===== src/rtl/i2c_poll_pkg.sv =====
// Shared definitions for the I2C poll sequencer.
// Holds the sequencer state encoding, the width of one FIFO sample entry
// ({error, byte}) and the saturation ceiling of the error counter.
package i2c_poll_pkg;

  typedef enum logic [2:0] {
    IDLE       = 3'd0,
    ARM        = 3'd1,
    SETTLE     = 3'd2,
    KICK       = 3'd3,
    WAIT_START = 3'd4,
    WAIT_DONE  = 3'd5,
    CAPTURE    = 3'd6
  } poll_state_e;

  localparam int SAMPLE_W = 9;
  localparam logic [7:0] ERR_COUNT_MAX = 8'd255;

  // Increment that sticks at ERR_COUNT_MAX instead of wrapping.
  function automatic logic [7:0] sat_inc(input logic [7:0] value);
    return (value == ERR_COUNT_MAX) ? value : value + 8'd1;
  endfunction

endpackage


===== src/rtl/poll_sample_fifo.sv =====
// Small synchronous FIFO holding captured {error, byte} samples.
// Ports:
//   clk, reset      - clock and synchronous active-high reset (empties FIFO)
//   push, push_data - write request and entry
//   pop             - read request; ignored while empty
//   head_data       - oldest entry, forced to 0 while empty
//   empty, full     - occupancy flags from the registered count
// A push while full is accepted only if a pop retires the head in the same
// cycle; otherwise it is silently dropped (the caller tracks that).
module poll_sample_fifo
  import i2c_poll_pkg::*;
#(
  parameter int DEPTH = 4,
  parameter int WIDTH = SAMPLE_W
) (
  input  logic             clk,
  input  logic             reset,
  input  logic             push,
  input  logic [WIDTH-1:0] push_data,
  input  logic             pop,
  output logic [WIDTH-1:0] head_data,
  output logic             empty,
  output logic             full
);

  localparam int AW = $clog2(DEPTH);
  localparam int CW = AW + 1;

  logic [AW-1:0]    wr_ptr_q, wr_ptr_d;
  logic [AW-1:0]    rd_ptr_q, rd_ptr_d;
  logic [CW-1:0]    count_q, count_d;
  logic [WIDTH-1:0] mem_q [DEPTH];
  logic [WIDTH-1:0] mem_d [DEPTH];
  logic             do_push, do_pop;

  assign empty     = (count_q == '0);
  assign full      = (count_q == CW'(DEPTH));
  assign do_pop    = pop && !empty;
  assign do_push   = push && (!full || do_pop);
  assign head_data = empty ? '0 : mem_q[rd_ptr_q];

  // Pointers rely on DEPTH being a power of two so they wrap for free.
  always_comb begin
    mem_d    = mem_q;
    wr_ptr_d = wr_ptr_q;
    rd_ptr_d = rd_ptr_q;
    count_d  = count_q;
    if (do_push) begin
      mem_d[wr_ptr_q] = push_data;
      wr_ptr_d        = wr_ptr_q + AW'(1);
    end
    if (do_pop) begin
      rd_ptr_d = rd_ptr_q + AW'(1);
    end
    case ({do_push, do_pop})
      2'b10:   count_d = count_q + CW'(1);
      2'b01:   count_d = count_q - CW'(1);
      default: count_d = count_q;
    endcase
  end

  always_ff @(posedge clk) begin
    if (reset) begin
      wr_ptr_q <= '0;
      rd_ptr_q <= '0;
      count_q  <= '0;
    end else begin
      wr_ptr_q <= wr_ptr_d;
      rd_ptr_q <= rd_ptr_d;
      count_q  <= count_d;
    end
  end

  // Storage needs no reset: the head is masked while the FIFO is empty.
  always_ff @(posedge clk) begin
    mem_q <= mem_d;
  end

endmodule


===== src/rtl/i2c_poll_sequencer.sv =====
// Periodic poller for the single-byte I2C register reader.
// Every POLL_INTERVAL idle cycles it pulses the reader's active-low reset,
// waits for the reader to finish setup, kicks it with a one-cycle enable,
// waits for the transaction to end and pushes {error, byte} into a sample FIFO.
// Ports:
//   clk, reset                        - clock, synchronous active-high reset
//   run                               - polling enable (finishes current poll)
//   rd_reset_n, rd_enable             - reader reset and start pulse (registered)
//   rd_busy, rd_recv_buf, rd_error    - reader status and result
//   sample_data/err/valid, sample_ready - FIFO head with valid/ready handshake
//   overflow                          - sticky, a sample was dropped on full
//   err_count                         - saturating count of errored samples
// Optional build macro I2C_POLL_TIMEOUT_EN bounds every wait state to
// TIMEOUT_CYCLES and reports an expired wait as sample 0x00 with error set.
module i2c_poll_sequencer
  import i2c_poll_pkg::*;
#(
  parameter int POLL_INTERVAL  = 100000,
  parameter int TIMEOUT_CYCLES = 50000,
  parameter int FIFO_DEPTH     = 4
) (
  input  logic       clk,
  input  logic       reset,
  input  logic       run,
  output logic       rd_reset_n,
  output logic       rd_enable,
  input  logic       rd_busy,
  input  logic [7:0] rd_recv_buf,
  input  logic       rd_error,
  output logic [7:0] sample_data,
  output logic       sample_err,
  output logic       sample_valid,
  input  logic       sample_ready,
  output logic       overflow,
  output logic [7:0] err_count
);

  if (POLL_INTERVAL < 1) begin : g_bad_interval
    $error("POLL_INTERVAL must be at least 1");
  end
  if (TIMEOUT_CYCLES < 1) begin : g_bad_timeout
    $error("TIMEOUT_CYCLES must be at least 1");
  end
  if (FIFO_DEPTH < 2 || (FIFO_DEPTH & (FIFO_DEPTH - 1)) != 0) begin : g_bad_depth
    $error("FIFO_DEPTH must be a power of two, at least 2");
  end

  localparam int IW = $clog2(POLL_INTERVAL + 1);
  localparam logic [IW-1:0] INTERVAL_LAST = IW'(POLL_INTERVAL - 1);

  poll_state_e   state_q, state_d;
  logic [IW-1:0] interval_q, interval_d;
  logic [7:0]    err_count_q, err_count_d;
  logic          overflow_q, overflow_d;
  logic          rd_reset_n_q, rd_reset_n_d;
  logic          rd_enable_q, rd_enable_d;
  logic          settle_armed_q, settle_armed_d;
  logic          in_wait, wait_expired;
  logic          cap_err;
  logic [7:0]    cap_byte;
  logic          fifo_push, fifo_pop, fifo_empty, fifo_full;
  logic [SAMPLE_W-1:0] fifo_head;

  assign in_wait = (state_q == SETTLE) || (state_q == WAIT_START) ||
                   (state_q == WAIT_DONE);

`ifdef I2C_POLL_TIMEOUT_EN
  localparam int TW = $clog2(TIMEOUT_CYCLES + 1);
  localparam logic [TW-1:0] TIMEOUT_LAST = TW'(TIMEOUT_CYCLES - 1);

  logic [TW-1:0] wait_cnt_q, wait_cnt_d;
  logic          timed_out_q, timed_out_d;

  assign wait_expired = in_wait && (wait_cnt_q == TIMEOUT_LAST);

  // The wait counter restarts on every state change so each wait state gets
  // its own full budget. timed_out_q marks the CAPTURE cycle it caused.
  always_comb begin
    wait_cnt_d  = '0;
    timed_out_d = wait_expired;
    if (in_wait && (state_d == state_q)) begin
      wait_cnt_d = wait_cnt_q + TW'(1);
    end
  end

  always_ff @(posedge clk) begin
    if (reset) begin
      wait_cnt_q  <= '0;
      timed_out_q <= 1'b0;
    end else begin
      wait_cnt_q  <= wait_cnt_d;
      timed_out_q <= timed_out_d;
    end
  end

  assign cap_err  = timed_out_q || rd_error;
  assign cap_byte = timed_out_q ? 8'h00 : rd_recv_buf;
`else
  assign wait_expired = 1'b0;
  assign cap_err      = rd_error;
  assign cap_byte     = rd_recv_buf;
`endif

  // Sequencer. Outputs are decoded from the next state and registered, so
  // rd_reset_n is low exactly while the state register holds ARM and
  // rd_enable is high exactly while it holds KICK.
  always_comb begin
    state_d     = state_q;
    interval_d  = interval_q;
    err_count_d = err_count_q;
    fifo_push   = 1'b0;
    case (state_q)
      IDLE: begin
        if (!run) begin
          interval_d = '0;
        end else if (interval_q == INTERVAL_LAST) begin
          interval_d = '0;
          state_d    = ARM;
        end else begin
          interval_d = interval_q + IW'(1);
        end
      end
      ARM: state_d = SETTLE;
      SETTLE: begin
        // The reader reports busy during its setup cycle right after reset.
        if (wait_expired) state_d = CAPTURE;
        else if (settle_armed_q && !rd_busy) state_d = KICK;
      end
      KICK: state_d = WAIT_START;
      WAIT_START: begin
        if (wait_expired) state_d = CAPTURE;
        else if (rd_busy) state_d = WAIT_DONE;
      end
      WAIT_DONE: begin
        if (wait_expired || !rd_busy) state_d = CAPTURE;
      end
      CAPTURE: begin
        fifo_push  = 1'b1;
        state_d    = IDLE;
        interval_d = '0;
        if (cap_err) err_count_d = sat_inc(err_count_q);
      end
      default: state_d = IDLE;
    endcase
  end

  // A dropped sample still counts toward err_count above; here it only
  // raises the sticky overflow flag.
  always_comb begin
    settle_armed_d = (state_q == SETTLE);
    rd_reset_n_d   = (state_d != ARM);
    rd_enable_d    = (state_d == KICK);
    overflow_d     = overflow_q || (fifo_push && fifo_full && !fifo_pop);
  end

  always_ff @(posedge clk) begin
    if (reset) begin
      state_q        <= IDLE;
      interval_q     <= '0;
      err_count_q    <= '0;
      overflow_q     <= 1'b0;
      rd_reset_n_q   <= 1'b0;
      rd_enable_q    <= 1'b0;
      settle_armed_q <= 1'b0;
    end else begin
      state_q        <= state_d;
      interval_q     <= interval_d;
      err_count_q    <= err_count_d;
      overflow_q     <= overflow_d;
      rd_reset_n_q   <= rd_reset_n_d;
      rd_enable_q    <= rd_enable_d;
      settle_armed_q <= settle_armed_d;
    end
  end

  assign fifo_pop = !fifo_empty && sample_ready;

  poll_sample_fifo #(
    .DEPTH (FIFO_DEPTH),
    .WIDTH (SAMPLE_W)
  ) u_fifo (
    .clk       (clk),
    .reset     (reset),
    .push      (fifo_push),
    .push_data ({cap_err, cap_byte}),
    .pop       (fifo_pop),
    .head_data (fifo_head),
    .empty     (fifo_empty),
    .full      (fifo_full)
  );

  assign rd_reset_n   = rd_reset_n_q;
  assign rd_enable    = rd_enable_q;
  assign sample_valid = !fifo_empty;
  assign sample_err   = fifo_head[8];
  assign sample_data  = fifo_head[7:0];
  assign overflow     = overflow_q;
  assign err_count    = err_count_q;

endmodule

===== config.mk =====
export PLATFORM = sky130hd
export DESIGN_NAME = i2c_poll_sequencer
export DESIGN_NICKNAME = d
export VERILOG_FILES = /design/src/rtl/i2c_poll_pkg.sv /design/src/rtl/poll_sample_fifo.sv /design/src/rtl/i2c_poll_sequencer.sv
export SDC_FILE = /design/constraint.sdc
export NUM_CORES = 1
export LEC_CHECK = 0
export BUFFER_PORTS_ARGS = -buffer_cell sky130_fd_sc_hd__buf_2
export CAP_MARGIN = 20
export CORE_ASPECT_RATIO = 1.75
export CORE_UTILIZATION = 29
export CTS_BUF_LIST = sky130_fd_sc_hd__clkbuf_4
export DETAILED_ROUTE_END_ITERATION = 10
export GPL_TIMING_DRIVEN = 0
export PLACE_DENSITY = 0.48
export SYNTH_ARGS = -nofsm -noshare
export SYNTH_HDL_FRONTEND = slang
export SYNTH_SLANG_ARGS = --single-unit
export TNS_END_PERCENT = 100

===== constraint.sdc =====
create_clock -name clk -period 3.75 [get_ports clk]
set_input_delay 0.1875 -clock clk [delete_from_list [all_inputs] [get_ports clk]]
set_output_delay 0.1875 -clock clk [all_outputs]
set_load 0.1 [all_outputs]

==> impl_metrics.yaml, run 1 <==
timing:
  finalSetupViolations: 0
  finalCriticalPeriod_ps: 2660
  maxSlewViolCount: 0
  hold_viol: 0
  period_share: 0.709
  fin_skew_ps: 16.8
  worst_pin_slew_ps: 823
  setup_tns_ps: 0
  setup_slack_ps: 1090
  max_freq_mhz: 376
  slew_headroom: 0.451
  rsz0062_at_grt: "no"
cts:
  tritoncts: "yes"
  cts_made_buffers: 9
  clk_pin_slew_worst_paths_ps: 110
  clock_sink_count: 75
  clk_latency_ps: 420
  ctsResizeCount: 0
  clockBufferDepth: 2
  cts_max_level: 3
  cts_setup_buffers: 0
  cts-root-buf: "clkbuf_4"
synthesis:
  ys.flop_type: "dfxtp_1"
  syn_inst: 292
  netlist_area_sq_mm: 0.00331
  synth_fp_nets: 314
  synth_edf_count: 36
  synth.area.top_cells: "edfxtp_1, dfxtp_1, mux4_2"
  synthTopCellsByCount: "dfxtp_1, edfxtp_1, nor2_1, nand2_1, nand3_1"
  avgSynthCellArea_sq_um: 11.3
  synth_seq_cells: 75
  synth_top_area_cell: "edfxtp_1"
  synth_cell_types: 49
  synth_top_area_share: 0.327
  yosysMostFrequentCell: "dfxtp_1"
  ys_warn_count: 0
  seq_area_frac_synth: 0.563
  synthArstFlopShare: 0
detailed_routing:
  ant_nets: 0
  drt-total-wl_microns: 6850
  drt_iter0_markers: 53
  drc_errors: 0
  wl_per_cell_microns: 14.2
  dr.pass1.iters: 4
  viasPerCell: 4.78
  vias: 2303
floorplanning:
  die_area_sq_mm: 0.0118
  start_util: 0.298
  ios: 35
  core-area_sq_mm: 0.0111
  die_x_microns: 82.7
  num_rows: 51
  die_h_microns: 143
hold_path:
  worstHoldEndpoint: "overflow"
  hold_depth: 4
  min-delay-start: "sample_ready"
  hp-class: "primary input to register"
grt:
  grt_max_degree: 13
  grtUsageTotal: 0.131
  grt_pass1_wl_microns: 11300
  grt-ovfl-total: 0
  antenna_found_initial: 0
  grt_pass1_vias: 2344
setup_path:
  rr_startpoint: "state_q[0]"
  crit_type: "register to primary output"
  reg2reg_depth: 10
  cp_data_required_time_ps: 3560
  start_kind: "register"
  worstReg2RegEnd: "u_fifo.count_q[2]"
  end_kind: "primary output"
  arrival_ps: 2470
  critPathLaunch: "u_fifo.rd_ptr_q[0]"
  critical_path.max_fanout: 10
  worst-r2r-setup-slack_ps: 1320
power:
  powerDensity_mw_per_mm2: 346
  peakVddDrop_uv: 159
  p_leak_uw: 0.00133
cells_and_area:
  drive_above_1_share: 0.183
  area_growth_syn_to_layout_pct: 16.1
  nNetsFinal: 367
  diodes: 0
run_status:
  status: "finished clean"
placement:
  io_buffers: 33
  gp_congestion: 0.795
  place_ws_ps: 1310
  dp.final_hpwl_microns: 5130
run:
  drv_cap: 0
timing repair:
action,CTS,global route
setup endpoints to repair,0,0
hold buffers,9,0
endpoints found under the hold margin,36,0
through the flow:
step                hold WS [ps]  utilization  instances  power (uW)  area, sq um
detailed placement           409        0.327        457         913         3640
finish                       122        0.346        482        1330         3840
global placement             403        0.327        457         912         3640
global route                 126        0.346        482        1390         3840
CTS                         91.9        0.346        482        1350         3840
floorplan                    286            -        292         896         3310
layer usage:
| metal | vias to the layer above | wire length, microns | share of wire | track usage |
|---|---|---|---|---|
| met4 | 0 | 127 | 0.019 | 0.0599 |
| met2 | 30 | 3840 | 0.56 | 0.247 |
| met1 | 1094 | 2660 | 0.39 | 0.128 |
| met5 | - | 0 | 0 | 0 |
| li1 | 1168 | - | - | - |
| met3 | 11 | 219 | 0.032 | 0.0339 |
worst max-delay path by stage:
stage | to | slack [ps] | cells past startpoint
after floorplan | sample_data[0] | 1240 | 3
after global placement | u_fifo.count_q[2] | 1350 | 10
final | sample_data[2] | 1090 | 4
after global routing | sample_data[1] | 890 | 4
after CTS | sample_data[2] | 990 | 4
after detailed placement | u_fifo.count_q[2] | 1310 | 10
area by class of cell:
type / count / area [sq um]
fillers: 1162 / 7260
flip-flops and latches: 75 / 1860
multi-input cells: 197 / 1360
repair buffers: 42 / 255
well taps: 132 / 165
clock buffers: 11 / 82.6
plain buffers: 11 / 52.6
inverters: 9 / 33.8
clock inverters: 5 / 30.0
logic make-up after synthesis:
| family | after synthesis | synth area share |
|---|---|---|
| multiplexers | 13 | 0.0734 |
| buffers and inverters | 20 | 0.0261 |
| flip-flops | 75 | 0.563 |
| AND/OR/NAND/NOR | 130 | 0.204 |
| AO/OA/AOI/OAI | 32 | 0.0636 |
| adder cells (fa/ha/maj) | 8 | 0.0326 |
| XOR/XNOR | 14 | 0.0371 |
worst max-delay path, stage by stage, from the launching register on:
cell and delay [ps]:
dfxtp_1 370, buf_1 640, mux4_2 590, and2_1 170
buf_2 280
power breakdown:
group | switching [uW] | internal, uW | total, uW | leakage (uW)
clock | 279 | 148 | 427 | 0.0000643
sequential | 1.33 | 857 | 859 | 0.000638
combinational | 24.5 | 17.6 | 42.2 | 0.000625
state kept, by name, summed over array words and instances (netlist names), 2 cells and up:
name             count
err_count            8
u_fifo.wr_ptr_q      2
state_q              3
interval_q          17
u_fifo.count_q       3
u_fifo.mem_q        36
u_fifo.rd_ptr_q      2
placed cells by master (no fill, tap or decap), drive strengths merged, types with 7 or more instances in the layout:
cell type and instances:
nand3 21, ha 7, a21oi 10, o21ai 9, nor2 29, dlygate4sd3 9, nand2 27, buf 37
inv 9, mux4 9, xnor2 8, clkbuf 18, and2 14, dfxtp 39, edfxtp 36, or3 9
No activity file was read; power rests on OpenSTA's default activity.
==> inputs of run 2 (changes only) <==
--- a/config.mk
+++ b/config.mk
@@ -12,7 +12,7 @@
 export CTS_BUF_LIST = sky130_fd_sc_hd__clkbuf_4
 export DETAILED_ROUTE_END_ITERATION = 10
 export GPL_TIMING_DRIVEN = 0
-export PLACE_DENSITY = 0.48
+export PLACE_DENSITY = 0.5
 export SYNTH_ARGS = -nofsm -noshare
 export SYNTH_HDL_FRONTEND = slang
 export SYNTH_SLANG_ARGS = --single-unit
==> constraint.sdc (replaced) <==
create_clock -name clk -period 2.4 [get_ports clk]
set_input_delay 0.12 -clock clk [delete_from_list [all_inputs] [get_ports clk]]
set_output_delay 0.12 -clock clk [all_outputs]
set_load 0.1 [all_outputs]
==> impl_metrics.yaml, run 2 (synthesis gave the netlist of run 1 again) <==
run_status:
  status: "finished clean"
placement:
  io_buffers: 33
  dp.cells: 457
  dp.final_hpwl_microns: 5010
  gp_congestion: 0.799
  place_ws_ps: -7.57
grt:
  grt_pass1_wl_microns: 11200
  grt_max_degree: 13
  grt-ovfl-total: 0
  grtUsageTotal: 0.130
  antenna_found_initial: 0
  grt_pass1_vias: 2264
detailed_routing:
  wl_per_cell_microns: 14.5
  vias: 2300
  drc_errors: 0
  drt-total-wl_microns: 6960
  viasPerCell: 4.78
  dr.pass1.iters: 4
  drt_iter0_markers: 64
  ant_nets: 0
hold_path:
  min-delay-start: "sample_ready"
  hp-class: "primary input to register"
timing:
  maxSlewViolCount: 0
  fin_skew_ps: 16.2
  setup_tns_ps: 0
  slew_headroom: 0.533
  max_freq_mhz: 441
  finalSetupViolations: 0
  period_share: 0.946
  worst_pin_slew_ps: 698
  rsz0062_at_grt: "no"
  hold_viol: 0
  finalCriticalPeriod_ps: 2270
  setup_slack_ps: 130
setup_path:
  worst-r2r-setup-slack_ps: 130
  critPathLaunch: "interval_q[11]"
  crit_type: "register to register"
  path_cells: "or4_1, or4_4, nor2_1, a221oi_1, nor4_2"
  critical_path.max_fanout: 4
  end_kind: "register"
  slowest_stage: "or4_1"
  rr_startpoint: "interval_q[11]"
  max_stage_delay_ps: 570
  cp_data_required_time_ps: 2690
  start_kind: "register"
  arrival_ps: 2560
cts:
  cts-root-buf: "clkbuf_4"
  clk_latency_ps: 420
  clk_pin_slew_worst_paths_ps: 120
  cts_made_buffers: 9
  cts_setup_buffers: 0
  clock_sink_count: 75
  cts_max_level: 3
  clockBufferDepth: 2
  tritoncts: "yes"
cells_and_area:
  layout_common_cells: "dfxtp_1, edfxtp_1, buf_2, nor2_1, nand2_1"
  final_cells: 481
  area_growth_syn_to_layout_pct: 17.4
  fill_cells: 1164
  drive_above_1_share: 0.206
  regMostFlops: "u_fifo.mem_q"
  diodes: 0
  nNetsFinal: 366
  fin_util: 0.350
  largest_register_ffs: 36
power:
  fin_total_pwr_uw: 2190
  p_leak_uw: 0.00135
  powerDensity_mw_per_mm2: 564
  peakVddDrop_uv: 266
floorplanning:
  core-area_sq_mm: 0.0111
  start_util: 0.298
  die_h_microns: 143
  ios: 35
  num_rows: 51
  die_x_microns: 82.7
  die_area_sq_mm: 0.0118
run:
  drv_cap: 0
-- run 2: area by class of cell --
cell class | instances | area (sq um) | share of cell area
timing repair buffer | 42 | 255 | 0.0657
tap | 132 | 165 | 0.0425
clock buffer | 12 | 90.1 | 0.0232
buffer | 10 | 57.6 | 0.0148
sequential | 75 | 1870 | 0.481
inverter | 9 | 33.8 | 0.00870
multi-input combinational | 197 | 1370 | 0.352
clock inverter | 4 | 45.0 | 0.0116
-- run 2: per-layer routing --
| metal | routed length, microns | global-route usage | share of wire | up-vias |
|---|---|---|---|---|
| met4 | 131 | 0.0544 | 0.019 | 0 |
| met3 | 242 | 0.0371 | 0.035 | 10 |
| met1 | 2780 | 0.131 | 0.40 | 1091 |
| li1 | - | - | - | 1163 |
| met2 | 3800 | 0.238 | 0.55 | 36 |
| met5 | 0 | 0 | 0 | - |
-- run 2: critical path: cells and delay by family, from the launching register on --
family / cells / cell delay, ps
flip-flops: 1 / 360
AO/OA/AOI/OAI: 1 / 140
AND/OR/NAND/NOR: 4 / 1640
-- run 2: worst paths after layout --
check                   end  cells past startpoint
setup reg to reg  rd_enable                      5
hold reg to reg    overflow                      2
setup / recovery  rd_enable                      5
hold / removal     overflow                      4
-- run 2: what timing repair did --
item,4_1_cts,5_1_grt
hold endpoints to repair,36,0
hold buffers,9,0
pin swaps,1,1
setup endpoints to repair,10,9
gates cloned,0,0
resized for setup,6,9
-- run 2: stage by stage --
step                cell area, sq um  hold WS (ps)
floorplan                       3310           219
global placement                3640           336
detailed placement              3640           348
CTS                             3870          12.1
global route                    3880          56.1
finish                          3880          53.1
-- run 2: where the power goes --
group / switching (uW) / total [uW] / internal (uW)
clock network: 433 / 780 / 347
registers: 1.91 / 1340 / 1340
logic: 39.6 / 67.1 / 27.5
total: 475 / 2190 / 1710
==> inputs of run 3 (changes only) <==
==> constraint.sdc (replaced) <==
create_clock -name clk -period 2.4 [get_ports clk]
set_input_delay 0.36 -clock clk [delete_from_list [all_inputs] [get_ports clk]]
set_output_delay 0.36 -clock clk [all_outputs]
set_load 0.1 [all_outputs]
==> impl_metrics.yaml, run 3 (synthesis gave the netlist of run 1 again) <==
placement:
  gp_congestion: 0.799
  place_ws_ps: -48.7
  io_buffers: 33
  dp.final_hpwl_microns: 5010
grt:
  grtUsageTotal: 0.128
  grt_max_degree: 13
  grt_pass1_vias: 2207
  grt-ovfl-total: 0
  antenna_found_initial: 0
  grt_pass1_wl_microns: 11000
cts:
  clk_pin_slew_worst_paths_ps: 120
  cts_max_level: 3
  cts_made_buffers: 9
  clock_sink_count: 75
  clockBufferDepth: 2
  clk_latency_ps: 420
  tritoncts: "yes"
  cts-root-buf: "clkbuf_4"
cells_and_area:
  drive_above_1_share: 0.217
  final_common_cell: "edfxtp_1"
  diodes: 0
  nNetsFinal: 358
  layout_common_cells: "edfxtp_1, dfxtp_1, nor2_1, nand2_1, buf_2"
  regMostFlops: "u_fifo.mem_q"
  fill_cells: 1162
  multi_input_area_sq_mm: 0.00137
  regArea_sq_mm: 0.00187
  largest_register_ffs: 36
  area_growth_syn_to_layout_pct: 15.7
setup_path:
  critical_path.max_fanout: 4
  end_kind: "register"
  crit_type: "register to register"
  critPathLaunch: "interval_q[11]"
  max_stage_delay_ps: 570
  start_kind: "register"
  cp_num_buf_inv: 0
  path_cells: "or4_1, or4_4, nor2_1, a221oi_1, nor4_2"
  slowest_stage: "or4_1"
  rr_startpoint: "interval_q[11]"
  cp_top_family: "simple AND/OR/NAND/NOR gates"
  arrival_ps: 2580
  cp_data_required_time_ps: 2690
detailed_routing:
  drt_iter0_markers: 57
  vias: 2283
  ant_nets: 0
  dr.pass1.iters: 4
  drt-total-wl_microns: 6880
  drc_errors: 0
  viasPerCell: 4.83
  wl_per_cell_microns: 14.5
floorplanning:
  start_util: 0.298
  die_area_sq_mm: 0.0118
  ios: 35
  die_h_microns: 143
  core-area_sq_mm: 0.0111
  num_rows: 51
  die_x_microns: 82.7
timing:
  worst_pin_slew_ps: 688
  slew_headroom: 0.539
  max_freq_mhz: 435
  rsz0062_at_grt: "no"
  hold_viol: 0
  setup_tns_ps: 0
  fin_skew_ps: 16.6
  maxSlewViolCount: 0
  period_share: 0.958
  setup_slack_ps: 101
  finalSetupViolations: 0
  whs_ps: 152
  finalCriticalPeriod_ps: 2300
power:
  fin_total_pwr_uw: 2180
  powerDensity_mw_per_mm2: 569
  peakVddDrop_uv: 260
  p_leak_uw: 0.00132
hold_path:
  hp-class: "primary input to register"
  min-delay-start: "rd_recv_buf[3]"
run_status:
  status: "finished clean"
run:
  drv_cap: 0
-- run 3: cell types whose count changed in the layout (fill, tap and decap cells not counted) --
cell / previous run / this run
buf_8: 0 / 1
dfxtp_1: 36 / 34
dlygate4sd3_1: 9 / 0
ha_1: 6 / 7
clkbuf_4: 13 / 12
ha_2: 1 / 0
dfxtp_2: 2 / 4
buf_2: 33 / 26
buf_4: 2 / 10
-- run 3: cell type report --
cell class	instances	area share
repair buffers	34	0.0504
well taps	132	0.0432
plain buffers	10	0.0164
inverters	9	0.00883
flip-flops and latches	75	0.489
multi-input cells	197	0.357
clock inverters	4	0.0118
clock buffers	12	0.0236
-- run 3: path summary, 6_finish.rpt --
kind,cells past startpoint,endpoint,slack (ps)
min reg2reg,2,overflow,500
min,1,u_fifo.mem_q[12],150
max,5,rd_enable,100
max reg2reg,5,rd_enable,100
-- run 3: per-layer routing --
metal  up-vias  track usage  share of wire  wire (microns)
met4         0       0.0544          0.018             122
met2        34        0.234           0.55            3810
met1      1093        0.130           0.39            2700
met5         -            0              0               0
li1       1146            -              -               -
met3        10       0.0371          0.036             249
-- run 3: what timing repair did --
item / 4_1_cts / 5_1_grt
setup endpoints to repair: 11 / 10
pin swaps: 1 / 1
gates resized for setup: 15 / 10
setup buffers: 0 / 1
cloned: 0 / 0
hold buffers: 0 / 0
-- run 3: power by group --
part / switching, uW / internal [uW] / leakage (uW)
logic: 37.7 / 18.0 / 0.000605
registers: 1.91 / 1340 / 0.000641
clock network: 432 / 347 / 0.0000726
total: 472 / 1700 / 0.00132
-- run 3: metrics by stage --
stage / cells / util / cell area [sq um]
final: 473 / 0.344 / 3820
after global routing: 473 / 0.344 / 3820
after CTS: 472 / 0.342 / 3800
after detailed placement: 457 / 0.328 / 3640
after global placement: 457 / 0.328 / 3640
after floorplan: 292 / - / 3310
